### src/rtl/pwm_duty_meter_pkg.sv
// Shared types and constants for the PWM duty meter.
// The optional stuck detector is enabled with PWM_DUTY_METER_STUCK_EN.
package pwm_duty_meter_pkg;

    localparam int DUTY_W   = 4;
    localparam int DUTY_MAX = 10;

    typedef enum logic [1:0] {
        IDLE,
        DIV,
        DONE
    } div_state_t;

endpackage

### src/rtl/pwm_duty_meter_segments.sv
// Hex digit to active-low 7-segment pattern, bit order a..g from MSB to LSB.
module segments_decoder (
    input  logic [3:0] i_val,
    output logic [6:0] o_seg
);

    always_comb begin
        o_seg = 7'b1111111;
        case (i_val)
            4'h0: o_seg = 7'b0000001;
            4'h1: o_seg = 7'b1001111;
            4'h2: o_seg = 7'b0010010;
            4'h3: o_seg = 7'b0000110;
            4'h4: o_seg = 7'b1001100;
            4'h5: o_seg = 7'b0100100;
            4'h6: o_seg = 7'b0100000;
            4'h7: o_seg = 7'b0001111;
            4'h8: o_seg = 7'b0000000;
            4'h9: o_seg = 7'b0000100;
            4'hA: o_seg = 7'b0001000;
            4'hB: o_seg = 7'b1100000;
            4'hC: o_seg = 7'b0110001;
            4'hD: o_seg = 7'b1000010;
            4'hE: o_seg = 7'b0110000;
            4'hF: o_seg = 7'b0111000;
            default: o_seg = 7'b1111111;
        endcase
    end

endmodule

### src/rtl/pwm_duty_meter.sv
// Measures PWM duty in tenths over fixed PERIOD-clock windows.
// Define PWM_DUTY_METER_STUCK_EN to add the stuck (no-edge window) output.
module pwm_duty_meter
    import pwm_duty_meter_pkg::*;
#(
    parameter int PERIOD = 2_000_000,
    parameter int CNT_W  = $clog2(PERIOD + 1) + 1
) (
    input  logic              clk,
    input  logic              rst,
    input  logic              pwm_in,
    output logic [DUTY_W-1:0] duty,
    output logic              duty_valid,
`ifdef PWM_DUTY_METER_STUCK_EN
    output logic [6:0]        segments,
    output logic              stuck
`else
    output logic [6:0]        segments
`endif
);

    localparam logic [CNT_W-1:0]  LAST_C = CNT_W'(PERIOD - 1);
    localparam logic [CNT_W-1:0]  STEP_C = CNT_W'(PERIOD / 10);
    localparam logic [CNT_W-1:0]  HALF_C = CNT_W'(PERIOD / 20);
    localparam logic [DUTY_W-1:0] QMAX_C = DUTY_W'(DUTY_MAX);

    logic              r_pwm_meta;
    logic              r_pwm_s;
    logic [CNT_W-1:0]  r_win_cnt;
    logic [CNT_W-1:0]  r_hi_cnt;
    logic [CNT_W-1:0]  r_acc;
    logic [DUTY_W-1:0] r_q;
    logic [DUTY_W-1:0] r_duty;
    div_state_t        r_state;
    div_state_t        w_state_nxt;
    logic              w_win_end;
    logic              w_ge_step;
    logic [CNT_W-1:0]  w_sample;

    always_ff @(posedge clk) begin
        if (rst) begin
            r_pwm_meta <= 1'b0;
            r_pwm_s    <= 1'b0;
        end else begin
            r_pwm_meta <= pwm_in;
            r_pwm_s    <= r_pwm_meta;
        end
    end

    assign w_win_end = (r_win_cnt == LAST_C);
    // Include the window's final sample so a steady input is phase independent
    assign w_sample  = r_hi_cnt + CNT_W'(r_pwm_s);

    always_ff @(posedge clk) begin
        if (rst) begin
            r_win_cnt <= '0;
            r_hi_cnt  <= '0;
        end else if (w_win_end) begin
            r_win_cnt <= '0;
            r_hi_cnt  <= '0;
        end else begin
            r_win_cnt <= r_win_cnt + CNT_W'(1);
            r_hi_cnt  <= w_sample;
        end
    end

    assign w_ge_step = (r_acc >= STEP_C) && (r_q != QMAX_C);

    always_ff @(posedge clk) begin
        if (rst) begin
            r_state <= IDLE;
        end else begin
            r_state <= w_state_nxt;
        end
    end

    always_comb begin
        w_state_nxt = r_state;
        unique case (r_state)
            IDLE: begin
                if (w_win_end) begin
                    w_state_nxt = DIV;
                end
            end
            DIV: begin
                if (!w_ge_step) begin
                    w_state_nxt = DONE;
                end
            end
            DONE: begin
                w_state_nxt = IDLE;
            end
            default: begin
                w_state_nxt = IDLE;
            end
        endcase
    end

    // Repeated subtraction; duty lands together with the DONE-cycle pulse
    always_ff @(posedge clk) begin
        if (rst) begin
            r_acc  <= '0;
            r_q    <= '0;
            r_duty <= '0;
        end else begin
            unique case (r_state)
                IDLE: begin
                    if (w_win_end) begin
                        r_acc <= w_sample + HALF_C;
                        r_q   <= '0;
                    end
                end
                DIV: begin
                    if (w_ge_step) begin
                        r_acc <= r_acc - STEP_C;
                        r_q   <= r_q + DUTY_W'(1);
                    end else begin
                        r_duty <= r_q;
                    end
                end
                default: begin
                end
            endcase
        end
    end

    assign duty       = r_duty;
    assign duty_valid = (r_state == DONE);

    segments_decoder u_seg (
        .i_val (r_duty),
        .o_seg (segments)
    );

`ifdef PWM_DUTY_METER_STUCK_EN
    logic r_pwm_d;
    logic r_edge_seen;
    logic r_stuck;
    logic w_edge;

    assign w_edge = r_pwm_s ^ r_pwm_d;

    always_ff @(posedge clk) begin
        if (rst) begin
            r_pwm_d     <= 1'b0;
            r_edge_seen <= 1'b0;
            r_stuck     <= 1'b0;
        end else begin
            r_pwm_d <= r_pwm_s;
            if (w_win_end) begin
                r_stuck     <= ~(r_edge_seen | w_edge);
                r_edge_seen <= 1'b0;
            end else begin
                r_edge_seen <= r_edge_seen | w_edge;
            end
        end
    end

    assign stuck = r_stuck;
`endif

endmodule

### config.mk
export PLATFORM = sky130hd
export DESIGN_NAME = pwm_duty_meter
export DESIGN_NICKNAME = d
export VERILOG_FILES = /design/src/rtl/pwm_duty_meter_pkg.sv /design/src/rtl/pwm_duty_meter_segments.sv /design/src/rtl/pwm_duty_meter.sv
export SDC_FILE = /design/constraint.sdc
export NUM_CORES = 1
export LEC_CHECK = 0
export CELL_PAD_IN_SITES_DETAIL_PLACEMENT = 1
export CELL_PAD_IN_SITES_GLOBAL_PLACEMENT = 2
export CORE_MARGIN = 5
export CORE_UTILIZATION = 40
export CTS_BUF_LIST = sky130_fd_sc_hd__clkbuf_8 sky130_fd_sc_hd__clkbuf_16
export DETAILED_ROUTE_END_ITERATION = 16
export PLACE_DENSITY = 0.88
export SLEW_MARGIN = 30
export SYNTH_ARGS = -nofsm -noshare
export SYNTH_HDL_FRONTEND = slang
export SYNTH_SLANG_ARGS = --single-unit
### constraint.sdc
create_clock -name clk -period 4.5 [get_ports clk]
set_input_delay 0.9 -clock clk [delete_from_list [all_inputs] [get_ports clk]]
set_output_delay 0.9 -clock clk [all_outputs]
set_load 0.005 [all_outputs]
==> results of run 1 <==
-- layer usage --
layer	global-route usage, %	up-vias	wire length (um)
met5	0	-	0
met4	6.59	0	240
met3	2.82	16	386
met2	27.0	57	5400
met1	23.9	1955	5970
li1	-	1994	-
-- power groups by stage --
stage / Combinational [mW] / Clock [mW] / Sequential (mW)
after global routing: 0.0270 / 0.824 / 0.759
after floorplan: 0.0170 / 0 / 0.775
final: 0.0235 / 0.773 / 0.759
after detailed placement: 0.0241 / 0 / 0.776
after CTS: 0.0244 / 0.791 / 0.759
after global placement: 0.0240 / 0 / 0.776
-- critical path: stages, from the launching register on --
cell	delay, ps
sky130_fd_sc_hd__dfxtp_1	380
sky130_fd_sc_hd__inv_1	80
sky130_fd_sc_hd__ha_1	200
sky130_fd_sc_hd__nand2b_1	200
sky130_fd_sc_hd__a21bo_2	270
sky130_fd_sc_hd__a21o_1	230
sky130_fd_sc_hd__nand2_1	110
sky130_fd_sc_hd__a21o_1	220
sky130_fd_sc_hd__mux2i_1	580
sky130_fd_sc_hd__inv_1	150
sky130_fd_sc_hd__ha_1	310
sky130_fd_sc_hd__mux4_2	460
-- metrics by stage --
| step | hold WS, ps | instances |
|---|---|---|
| finish | 490 | 715 |
| CTS | 495 | 715 |
| detailed placement | 478 | 699 |
| floorplan | 414 | 566 |
| global route | 508 | 715 |
| global placement | 467 | 699 |
-- cells in the final DEF (no fill, tap or decap), types with 4 or more instances in the layout --
| cell type | netlist | final |
|---|---|---|
| sky130_fd_sc_hd__nand3_1 | 32 | 32 |
| sky130_fd_sc_hd__nand2b_1 | 9 | 9 |
| sky130_fd_sc_hd__inv_1 | 15 | 15 |
| sky130_fd_sc_hd__or3_1 | 4 | 4 |
| sky130_fd_sc_hd__a21oi_1 | 27 | 27 |
| sky130_fd_sc_hd__o31ai_1 | 6 | 6 |
| sky130_fd_sc_hd__a211oi_1 | 5 | 5 |
| sky130_fd_sc_hd__xnor2_1 | 20 | 20 |
| sky130_fd_sc_hd__ha_1 | 14 | 14 |
| sky130_fd_sc_hd__nor2b_1 | 14 | 14 |
| sky130_fd_sc_hd__mux2i_1 | 10 | 10 |
| sky130_fd_sc_hd__nor2_1 | 84 | 83 |
| sky130_fd_sc_hd__dfxtp_1 | 85 | 85 |
| sky130_fd_sc_hd__o21ai_1 | 7 | 7 |
| sky130_fd_sc_hd__xor2_1 | 33 | 33 |
| sky130_fd_sc_hd__o21ai_0 | 18 | 18 |
| sky130_fd_sc_hd__nand4_1 | 9 | 9 |
| sky130_fd_sc_hd__o22ai_1 | 7 | 7 |
| sky130_fd_sc_hd__nor3_1 | 19 | 19 |
| sky130_fd_sc_hd__and3_1 | 10 | 10 |
| sky130_fd_sc_hd__nor4_1 | 7 | 6 |
| sky130_fd_sc_hd__nand2_1 | 37 | 37 |
| sky130_fd_sc_hd__a31oi_1 | 4 | 4 |
| sky130_fd_sc_hd__clkdlybuf4s50_1 | 0 | 14 |
| sky130_fd_sc_hd__clkbuf_16 | 0 | 9 |
| sky130_fd_sc_hd__and2_1 | 4 | 4 |
-- path summary, 6_finish.rpt --
check	startpoint	endpoint	slack, ps	cells past startpoint
setup / recovery	r_acc[6]	u_seg.o_seg[3]	1200	11
hold / removal	r_win_cnt[0]	r_win_cnt[0]	490	1
setup reg to reg	r_acc[6]	u_seg.o_seg[3]	1200	11
hold reg to reg	r_win_cnt[0]	r_win_cnt[0]	490	1
-- state kept, by name, summed over array words and instances, names as in the netlist --
signal       flops
r_pwm_s          1
r_hi_cnt        22
duty             4
r_win_cnt       22
r_state          2
r_acc           22
r_pwm_meta       1
u_seg.o_seg      7
r_q              4
-- cell type report --
type | count | area (um^2) | share of cell area [%]
Tap cell | 143 | 179 | 3.43
Clock buffer | 9 | 225 | 4.32
Sequential cell | 85 | 1700 | 32.6
Clock inverter | 7 | 81.3 | 1.56
Inverter | 15 | 56.3 | 1.08
Timing Repair Buffer | 16 | 155 | 2.98
Multi-Input combinational cell | 440 | 2810 | 54.0
-- kinds of logic after synthesis --
group | count (synthesis) | share of synthesized area [%]
xor+xnor | 54 | 10.3
simple gates | 253 | 27.8
buf+inv | 41 | 3.74
mux | 12 | 2.86
flops | 85 | 36.3
fa+ha+maj | 14 | 3.74
compound gates | 107 | 15.2
==> results.py, run 1 <==
metrics = {
    "finish": {
        "fill_cell_count": 1357,
        "antenna_cells_inserted": 0,
        "area_growth_syn_to_layout_pct": 11.3,
        "layout-drive-gt1-share_pct": 7.17,
        "nets": 584,
        "final_core_utilization_pct": 45.5,
        "postLayoutCellArea_mm2": 0.00521,
    },
    "timing": {
        "timing_worst_slew_pin_value_ps": 890,
        "grt_setup_unrepaired": "false",
        "achievable-frequency_ghz": 0.303,
        "timing.final.crit_period_ps": 3300,
        "period_share_pct": 73.3,
        "skew_ps": 7.39,
        "worst_slew_margin_rel_pct": 40.7,
        "finalSetupTns_ps": 0,
        "final_hold_viol_count": 0,
        "final-max-slew-violation-count": 0,
        "worst_slack_ps": 1200,
        "setup_viol": 0,
    },
    "yosys": {
        "synth_top_area_share_pct": 36.3,
        "synthDistinctLibCells": 67,
        "synthesis.yosys.warnings": 0,
        "synth.cell_area_mm2": 0.00468,
        "mappedNetlistNets": 583,
        "synth_ff_type": "sky130_fd_sc_hd__dfxtp_1",
        "library_cell_with_the_largest_summed_area_after_synthesis": "sky130_fd_sc_hd__dfxtp_1",
        "synth_seq_area_share_pct": 36.3,
        "synth.area.top_cells": "sky130_fd_sc_hd__dfxtp_1, sky130_fd_sc_hd__nor2_1, sky130_fd_sc_hd__xor2_1",
        "ys_seq_elements": 85,
        "yosys.cell_count.top_type": "sky130_fd_sc_hd__dfxtp_1",
        "synth-edff-count": 0,
        "synthesis.area_per_instance_um2": 8.27,
        "synth_cells": 566,
        "post_synth_most_frequent_cells": "sky130_fd_sc_hd__dfxtp_1, sky130_fd_sc_hd__nor2_1, sky130_fd_sc_hd__nand2_1, sky130_fd_sc_hd__xor2_1, sky130_fd_sc_hd__nand3_1",
        "asyncSetResetFlopFracSynth_pct": 0,
    },
    "worst_hold_path": {
        "hold_path.class": "flop to flop",
    },
    "detailed_routing": {
        "via_count": 4022,
        "antenna_violating_nets_post_route": 0,
        "firstDrtPassIters": 4,
        "detail_route.vias_per_cell": 5.63,
        "drt-initial-drc-count": 205,
        "drcViolationCount": 0,
        "routed_wl_mm": 12.0,
        "wire_per_inst_um": 16.8,
    },
    "worst_setup_path": {
        "crit_path_max_fanout": 8,
        "cp_data_arrival_time_ps": 3520,
        "startpoint_type": "flop",
        "worst_path_class_setup": "flop to flop",
        "critical_path_required_ps": 4720,
        "worstSetupEndpointType": "flop",
    },
    "floorplanning": {
        "start_util_pct": 40.8,
        "total_number_of_placement_rows": 39,
        "chipHeight_um": 118,
        "core-area_mm2": 0.0115,
        "io-pin-count": 15,
        "die_w_um": 118,
        "die_area_mm2": 0.0140,
    },
    "cts": {
        "holdBufCountCts": 0,
        "clock_sink_count": 85,
        "cts-htree-levels": 3,
        "max-clock-path-buffers": 2,
        "postCtsSetupRepairBufs": 0,
        "cts_tree": "built",
        "clock_latency_ps": 350,
        "ctsResizeCount": 0,
        "worst_setup_hold_path_clk_slew_ps": 70,
        "cts_root_buffer": "sky130_fd_sc_hd__clkbuf_16",
        "tritoncts.num_buffers": 9,
    },
    "power": {
        "p_int_mw": 1.20,
        "switching_share_pct": 22.8,
        "p_per_area_mw_per_mm2": 298,
        "pwr-share-clk_pct": 49.7,
        "irDropWorstVdd_uv": 152,
        "combPwrFrac_pct": 1.5,
        "p_seq_share_pct": 48.8,
        "power.switching_mw": 0.355,
        "total_power_mw": 1.56,
        "leakage_nw": 1.91,
    },
    "global_route": {
        "gr-total-overflow": 0,
        "antenna_violations_before_repair": 0,
        "grt_first_pass_wirelength_mm": 20.1,
        "grt_pass1_vias": 4031,
        "grt_start_max_net_pins": 44,
        "globalRouteTotalUtil_pct": 17.2,
    },
    "placed_design": {
        "dp_hpwl_mm": 8.58,
        "dpl_cell_area_mm2": 0.00491,
        "finalWeightedCongestion": 0.832,
        "place_ws_ps": 1220,
        "count_of_buffers_from_port_buffering": 14,
    },
    "job": {
        "timing.max_cap.violations": 0,
    },
    "run_status": {
        "run_status": "completed",
    },
}
Note: power is estimated with default switching activity, not from simulation.
==> inputs of run 2 (changes only) <==
- CORE_UTILIZATION: 40 -> 38
- PLACE_DENSITY: 0.88 -> 0.84
- clock period: 4.5 -> 3.2 ns (I/O delays scaled with it)
==> results.py, run 2 (same netlist as run 1, synthesis figures left out) <==
metrics = {
    "run_status": {
        "run_status": "completed",
    },
    "detailed_routing": {
        "detail_route.vias_per_cell": 5.39,
        "routed_wl_mm": 12.5,
        "firstDrtPassIters": 4,
        "wire_per_inst_um": 16.5,
        "antenna_violating_nets_post_route": 0,
        "drt-initial-drc-count": 194,
        "drcViolationCount": 0,
        "via_count": 4080,
    },
    "finish": {
        "final_core_utilization_pct": 44.6,
        "fill_cell_count": 1448,
        "antenna_cells_inserted": 0,
        "most_common_cell_after_layout_fill_and_taps_aside": "sky130_fd_sc_hd__dfxtp_1",
        "finalNonFillerCells": 757,
        "nets": 601,
        "seq_area_mm2": 0.00170,
        "area_growth_syn_to_layout_pct": 14.8,
        "multi_input_comb_area_mm2": 0.00282,
        "layout-drive-gt1-share_pct": 10.4,
        "most_frequent_cells_in_the_layout": "sky130_fd_sc_hd__dfxtp_1, sky130_fd_sc_hd__nor2_1, sky130_fd_sc_hd__nand2_1",
        "largestRegisters": "r_acc: 22 flops, r_hi_cnt: 22 flops, r_win_cnt: 22 flops",
    },
    "timing": {
        "timing_worst_slew_pin_value_ps": 712,
        "period_share_pct": 95.8,
        "whs_ps": 486,
        "achievable-frequency_ghz": 0.326,
        "finalSetupTns_ps": 0,
        "setup_viol": 0,
        "worst_slew_margin_rel_pct": 52.5,
        "timing.final.crit_period_ps": 3070,
        "skew_ps": 7.31,
        "final-max-slew-violation-count": 0,
        "final_hold_viol_count": 0,
    },
    "worst_setup_path": {
        "crit_path_max_fanout": 4,
        "cp_data_arrival_time_ps": 3290,
        "worstSetupEndpointType": "flop",
        "startpoint_type": "flop",
        "critical_path_required_ps": 3420,
        "worst_path_class_setup": "flop to flop",
    },
    "floorplanning": {
        "die_w_um": 121,
        "start_util_pct": 38.8,
        "io-pin-count": 15,
        "core-area_mm2": 0.0121,
        "chipHeight_um": 121,
        "total_number_of_placement_rows": 40,
        "die_area_mm2": 0.0146,
    },
    "global_route": {
        "grt_pass1_vias": 4003,
        "grt_first_pass_wirelength_mm": 20.8,
        "globalRouteTotalUtil_pct": 17.7,
        "antenna_violations_before_repair": 0,
        "gr-total-overflow": 0,
        "grt_start_max_net_pins": 37,
    },
    "cts": {
        "clock_latency_ps": 350,
        "holdBufCountCts": 0,
        "cts_tree": "built",
        "cts-htree-levels": 3,
        "max-clock-path-buffers": 2,
        "clock_sink_count": 85,
        "cts_root_buffer": "sky130_fd_sc_hd__clkbuf_16",
        "worst_setup_hold_path_clk_slew_ps": 70,
        "tritoncts.num_buffers": 9,
    },
    "power": {
        "irDropWorstVdd_uv": 169,
        "leakage_nw": 1.97,
        "total_power_mw": 2.13,
        "p_per_area_mw_per_mm2": 396,
    },
    "placed_design": {
        "placed_cells_incl_taps": 738,
        "count_of_buffers_from_port_buffering": 14,
        "finalWeightedCongestion": 0.811,
        "dp_hpwl_mm": 9.06,
    },
    "job": {
        "timing.max_cap.violations": 0,
    },
    "worst_hold_path": {
        "hold_path.class": "flop to flop",
    },
}
## run 2: cell types whose count changed in the layout (fill, tap and decap cells not counted), sizes merged
cell / previous run / this run
clkbuf: 9 / 11
bufinv: 1 / 0
inv: 17 / 18
clkinvlp: 0 / 1
buf: 2 / 19
clkinv: 4 / 1
## run 2: metrics by stage
stage,cell area (um^2),setup slack [ps]
2_1_floorplan,4680,265
3_3_place_gp,5050,203
3_5_place_dp,5050,58.3
4_1_cts,5340,101
5_1_grt,5370,-8.27
6_report,5370,134
## run 2: worst max-delay path, stage by stage (launching register included)
cell and delay, ps:
sky130_fd_sc_hd__dfxtp_2 360, sky130_fd_sc_hd__inv_1 70, sky130_fd_sc_hd__ha_1 210, sky130_fd_sc_hd__nand2b_1 200, sky130_fd_sc_hd__a21bo_2 270, sky130_fd_sc_hd__a21o_1 230, sky130_fd_sc_hd__nand2_1 110, sky130_fd_sc_hd__a21o_1 230
sky130_fd_sc_hd__mux2i_2 290, sky130_fd_sc_hd__nor2_2 100, sky130_fd_sc_hd__buf_4 160, sky130_fd_sc_hd__ha_1 240, sky130_fd_sc_hd__mux4_2 480
## run 2: layer usage
layer	wire [um]	global-route usage [%]	share of wire [%]	vias to the layer above
met3	236	2.24	1.9	10
li1	-	-	-	2037
met2	5710	28.2	46	47
met4	201	6.59	1.6	0
met5	0	0	0	-
met1	6340	24.4	51	1986
## run 2: final timing paths
path,cells after the start,slack [ps],to,start
worst max register to register,12,130,u_seg.o_seg[3],r_acc[6]
worst min-delay path,1,490,r_pwm_s,r_pwm_meta
worst max-delay path,12,130,u_seg.o_seg[3],r_acc[6]
worst min register to register,1,490,r_pwm_s,r_pwm_meta
## run 2: area by class of cell
type                            count  share of cell area [%]
Timing Repair Buffer               33                    5.49
Multi-Input combinational cell    440                    52.5
Tap cell                          168                    3.91
Clock buffer                       11                    4.70
Clock inverter                      5                   0.629
Inverter                           15                    1.05
Sequential cell                    85                    31.7
## run 2: power breakdown
part / switching (mW) / internal, mW
Combinational: 0.0254 / 0.0122
Sequential: 0.00504 / 1.06
Clock: 0.451 / 0.570
Total: 0.481 / 1.65
## run 2: repair_timing
action,in CTS,in global routing
endpoints found under the setup margin,1,4
pin swaps,0,2
buffers inserted,0,3
resized for setup,1,3
cloned,0,0
